[config.mk]
export PLATFORM = sky130hd
export DESIGN_NAME = branch_target_predictor
export DESIGN_NICKNAME = d
export VERILOG_FILES = /design/src/rtl/branch_target_predictor.sv
export SDC_FILE = /design/constraint.sdc
export NUM_CORES = 2
export LEC_CHECK = 0
export BUFFER_PORTS_ARGS = -buffer_cell sky130_fd_sc_hd__buf_4
export CAP_MARGIN = 5
export CORE_MARGIN = 2
export CORE_UTILIZATION = 58
export CTS_CLUSTER_SIZE = 12
export DETAILED_ROUTE_END_ITERATION = 7
export PLACE_DENSITY_LB_ADDON = 0.3
export SYNTH_ARGS = -nofsm -noshare
export SYNTH_HDL_FRONTEND = slang
export SYNTH_SLANG_ARGS = --single-unit
[constraint.sdc]
create_clock -name clk -period 7.2 [get_ports clk]
set_input_delay 1.44 -clock clk [delete_from_list [all_inputs] [get_ports clk]]
set_output_delay 1.44 -clock clk [all_outputs]
set_load 0.02 [all_outputs]
[src/rtl/branch_target_predictor.sv]
// Fetch-stage direct-mapped BTB with 2-bit saturating direction counters and one training port.
// Optional performance counters are enabled by defining BTP_PERF_CNT_EN.
module branch_target_predictor #(
  parameter int         INDEX_BITS = 6,
  parameter int         TAG_BITS   = 8,
  parameter logic [1:0] CTR_INIT   = 2'b01
) (
  input  logic        clk,
  input  logic        rst_n,
  input  logic        fetch_valid,
  input  logic [31:0] fetch_pc,
  output logic        pred_taken,
  output logic [31:0] pred_target,
  output logic [1:0]  pred_src,
  input  logic        upd_valid,
  input  logic [31:0] upd_pc,
  input  logic        upd_taken,
  input  logic [31:0] upd_target,
  input  logic        upd_mispredict
`ifdef BTP_PERF_CNT_EN
  ,
  output logic [31:0] perf_branch_cnt,
  output logic [31:0] perf_mispred_cnt
`endif
);

  localparam int ENTRIES = 1 << INDEX_BITS;
  localparam int TAG_LSB = INDEX_BITS + 2;
  localparam int TAG_MSB = TAG_LSB + TAG_BITS - 1;

  logic [ENTRIES-1:0]  valid_q, valid_d;
  logic [1:0]          ctr_q [ENTRIES];
  logic [1:0]          ctr_d [ENTRIES];
  logic [TAG_BITS-1:0] tag_mem_q [ENTRIES];
  logic [31:0]         target_mem_q [ENTRIES];

  logic [INDEX_BITS-1:0] fetch_idx, upd_idx;
  logic [TAG_BITS-1:0]   fetch_tag, upd_tag;
  logic                  fetch_hit, upd_hit;
  logic                  tag_we, target_we;

  assign fetch_idx = fetch_pc[INDEX_BITS+1:2];
  assign fetch_tag = fetch_pc[TAG_MSB:TAG_LSB];
  assign upd_idx   = upd_pc[INDEX_BITS+1:2];
  assign upd_tag   = upd_pc[TAG_MSB:TAG_LSB];

  // Lookup reads the registered table only, so a same-cycle update is not bypassed.
  assign fetch_hit   = fetch_valid & valid_q[fetch_idx] & (tag_mem_q[fetch_idx] == fetch_tag);
  assign pred_taken  = fetch_hit & ctr_q[fetch_idx][1];
  assign pred_target = pred_taken ? target_mem_q[fetch_idx] : 32'h0;
  assign pred_src    = pred_taken ? 2'b10 : 2'b00;

  assign upd_hit   = valid_q[upd_idx] & (tag_mem_q[upd_idx] == upd_tag);
  assign tag_we    = upd_valid & upd_taken & ~upd_hit;
  assign target_we = upd_valid & upd_taken;

  always_comb begin
    valid_d = valid_q;
    for (int i = 0; i < ENTRIES; i++) ctr_d[i] = ctr_q[i];
    if (upd_valid) begin
      if (upd_hit) begin
        if (upd_taken) begin
          if (ctr_q[upd_idx] != 2'b11) ctr_d[upd_idx] = ctr_q[upd_idx] + 2'd1;
        end else begin
          if (ctr_q[upd_idx] != 2'b00) ctr_d[upd_idx] = ctr_q[upd_idx] - 2'd1;
        end
      end else if (upd_taken) begin
        valid_d[upd_idx] = 1'b1;
        ctr_d[upd_idx]   = 2'b10;
      end
    end
  end

  always_ff @(posedge clk or negedge rst_n) begin
    if (!rst_n) begin
      valid_q <= '0;
      for (int i = 0; i < ENTRIES; i++) ctr_q[i] <= CTR_INIT;
    end else begin
      valid_q <= valid_d;
      for (int i = 0; i < ENTRIES; i++) ctr_q[i] <= ctr_d[i];
    end
  end

  // Tags and targets need no reset: a cleared valid bit masks whatever they hold.
  always_ff @(posedge clk) begin
    if (tag_we)    tag_mem_q[upd_idx]    <= upd_tag;
    if (target_we) target_mem_q[upd_idx] <= upd_target;
  end

`ifdef BTP_PERF_CNT_EN
  logic [31:0] perf_branch_cnt_q, perf_branch_cnt_d;
  logic [31:0] perf_mispred_cnt_q, perf_mispred_cnt_d;

  always_comb begin
    perf_branch_cnt_d  = perf_branch_cnt_q;
    perf_mispred_cnt_d = perf_mispred_cnt_q;
    if (upd_valid) begin
      perf_branch_cnt_d = perf_branch_cnt_q + 32'd1;
      if (upd_mispredict) perf_mispred_cnt_d = perf_mispred_cnt_q + 32'd1;
    end
  end

  always_ff @(posedge clk or negedge rst_n) begin
    if (!rst_n) begin
      perf_branch_cnt_q  <= '0;
      perf_mispred_cnt_q <= '0;
    end else begin
      perf_branch_cnt_q  <= perf_branch_cnt_d;
      perf_mispred_cnt_q <= perf_mispred_cnt_d;
    end
  end

  assign perf_branch_cnt  = perf_branch_cnt_q;
  assign perf_mispred_cnt = perf_mispred_cnt_q;

  logic unused_bits;
  assign unused_bits = ^{fetch_pc[1:0], fetch_pc[31:TAG_MSB+1], upd_pc[1:0], upd_pc[31:TAG_MSB+1]};
`else
  logic unused_bits;
  assign unused_bits = ^{fetch_pc[1:0], fetch_pc[31:TAG_MSB+1], upd_pc[1:0], upd_pc[31:TAG_MSB+1],
                         upd_mispredict};
`endif

endmodule

==> qor.yml <==
run_status:
  run_status: "finished, final reports clean"
timing:
  period_minus_slack_ns: 7.127
  drv_slew: 0
  rsz0062_at_grt: "no"
  fin_crit_sh: 0.9898
  worst_pin_slew_ns: 1.321
  relSlewSlack: 0.1195
  finalSetupTns_ns: 0
  setup_viol: 0
  hold_violations: 0
  max_freq_mhz: 140.3
  finalClockSkew_ns: 0.05901
finish:
  fillCellCount: 12250
  drive_gt1_frac: 0.3184
  area_delta_synth_final_pct: 12.23
  fin_util: 0.6542
  num-nets-final: 5860
  layoutNonFillerInstCount: 8534
setup_path:
  crit_buf_inv: 6
  path_class: "primary input to output pin"
  cp_slowest_cell: "mux4_2"
  required_ns: 5.76
  critPathMaxFanout: 39
  max_stage_delay_ns: 0.57
  worst_ep_arrival_time_ns: 5.69
  cp-end-kind: "output pin"
  crit_family: "multiplexers"
  cp_cell_sequence: "buf_16 -> buf_12 -> mux4_2 -> mux4_2 -> mux4_2 -> xnor2_1 -> nand4_1 -> buf_4 -> a2111oi_4 -> nand2_2 -> buf_12 -> a211oi_1 -> buf_4 -> buf_4"
  start_kind: "primary input"
clocking:
  clock-sinks: 2752
  cts_root_buffer: "clkbuf_16"
  cts_inserted_buffers: 296
  cts_buffer_depth: 4
  path_clk_slew_ns: 0.06
  cts_tree: "yes"
  cts_max_level: 5
  clock_latency_ns: 0.94
  holdBufCountCts: 0
  cts_setup_buffers: 0
place:
  hpwl_um: 177400
  gp_congestion: 0.9466
  dp.cells: 8080
  port_buffers: 98
synth:
  syn_nets: 5533
  syn_area_mm2: 0.1135
  ys_top_cells_by_area: "edfxtp_1 (68%), mux4_2 (17%), dfrtp_1 (2.8%)"
  synthTopCellsByCount: "edfxtp_1 (2560), mux4_2 (843), mux2i_1 (234)"
  yosys.area.top_type: "edfxtp_1"
  yosysWarnings: 0
  synth.avg_cell_area_um2: 20.92
  synth_edf_count: 2560
  ys.flop_type: "edfxtp_1"
  async_flop_share: 0.06977
  synth.most_common_cell: "edfxtp_1"
  synthCells: 5429
  yosysTopAreaCellShare: 0.6770
  yosysSeqAreaShare: 0.7200
  ys_ff_latch: 2752
  synthDistinctLibCells: 77
power_and_ir_drop:
  p_total_mw: 33.42
  p_leak_nw: 41.37
  ir_drop_v: 0.0002772
  p_per_area_mw_per_mm2: 262.2
die:
  ios: 137
  fp.coreArea_mm2: 0.1948
  initial_core_util: 0.5829
  rows: 162
  dieArea_mm2: 0.1993
  die_h_um: 446.5
  die_x_um: 446.5
drt:
  drt_iter0_drc: 9855
  drt-pass1-iter-count: 6
  drc: 0
  drt-total-wl_um: 318100
  num_vias: 61720
  antenna_left: 0
  vias_per_cell: 7.232
  post_drt_wl_per_cell_um: 37.27
min_path:
  worstHoldPathType: "flip-flop to flip-flop"
grt:
  grtUsageTotal: 0.3215
  antenna_found_initial: 14
  grt_pass1_wl_um: 451500
  grt_max_degree: 100
  first_global_vias: 61220
  overflow: 0
job:
  max_cap_violations: 0
-- layout by cell type, fill, tap and decap left out, drive strengths merged, types with 122 or more instances in the layout --
master  Yosys  final
edfxtp   2560   2560
nand2     130    130
dfrtp     128    128
nand3     126    126
buf       218    420
a22oi     147    147
mux2      122    122
mux4      843    843
mux2i     234    234
clkbuf    176    392
-- final timing paths --
check                           cells past startpoint  slack, ns                         end                  startpoint
min in group asynchronous                           1       0.55       ctr_q[15]$_DFFE_PN0P_                       rst_n
worst max-delay path                               14       0.07              pred_target[7]                 fetch_pc[2]
worst min-delay path                                1       0.49     valid_q[30]$_DFFE_PN0P_     valid_q[30]$_DFFE_PN0P_
worst max register to register                     11       2.49  tag_mem_q[28][2]$_DFFE_PP_  tag_mem_q[53][2]$_DFFE_PP_
worst min register to register                      1       0.49     valid_q[30]$_DFFE_PN0P_     valid_q[30]$_DFFE_PN0P_
max in group asynchronous                           2       5.20       ctr_q[13]$_DFFE_PN0P_                       rst_n
-- power by group --
group | switching [mW] | internal, mW | total, mW
Sequential | 0.107 | 17.6 | 17.7
Clock | 5.81 | 7.83 | 13.6
Combinational | 1.20 | 0.842 | 2.04
-- kinds of logic (layout without fill, tap and decap cells) --
logic type      count (synthesis)  after routing  synth area share
flops                        2752           2752            0.7200
mux                          1199           1199            0.1999
simple gates                  514            514           0.02266
compound gates                505            505           0.03793
buf+inv                       443            916           0.01819
xor+xnor                       13             13          0.001003
fa+ha+maj                       2              2         0.0002203
other cells                     1              9        0.00003303
-- final cells by class --
| class | count | area, um^2 | area share |
|---|---|---|---|
| Tap cell | 2624 | 3283 | 0.02576 |
| Clock inverter | 55 | 369.1 | 0.002896 |
| Inverter | 49 | 183.9 | 0.001443 |
| Timing Repair Buffer | 423 | 3846 | 0.03018 |
| Sequential cell | 2752 | 81760 | 0.6416 |
| Antenna cell | 8 | 20.02 | 0.0001571 |
| Clock buffer | 389 | 7946 | 0.06235 |
| Multi-Input combinational cell | 2234 | 30030 | 0.2357 |
-- worst register-to-register path, cell delays in order, from the launching register on --
cell,delay [ns]
edfxtp_1,0.38
mux2i_1,0.16
a22oi_1,0.12
nand3_1,0.38
nand4_1,0.34
or4b_2,0.72
nand4_1,0.12
and4bb_1,0.31
nand2_1,0.21
nand2_4,0.30
buf_12,0.32
nor2_1,0.93
-- registers in the layout, indices dropped and copies added, names as in the netlist --
register / flops
target_mem_q: 2048
tag_mem_q: 512
ctr_q: 128
valid_q: 64
-- routing by layer --
metal / part of all wire / GRT usage
met5: 0.00018 / 0.0004884
met4: 0.050 / 0.1388
met3: 0.12 / 0.07756
met2: 0.48 / 0.5046
met1: 0.35 / 0.4357
-- timing repair --
item	4_1_cts	5_1_grt
pin swaps	0	1
setup endpoints to repair	7	12
cloned	0	2
resized for setup	3	3
-- stage by stage --
stage	area [um^2]	setup slack (ns)	hold slack [ns]
6_report	127400	0.07350	0.4904
5_1_grt	127400	0.05032	0.5129
4_1_cts	127400	0.003202	0.4912
3_5_place_dp	119000	-0.05141	0.4774
3_3_place_gp	119000	-0.03777	0.4608
2_1_floorplan	113500	1.020	0.4442
No activity file was read; power rests on OpenSTA's default activity.
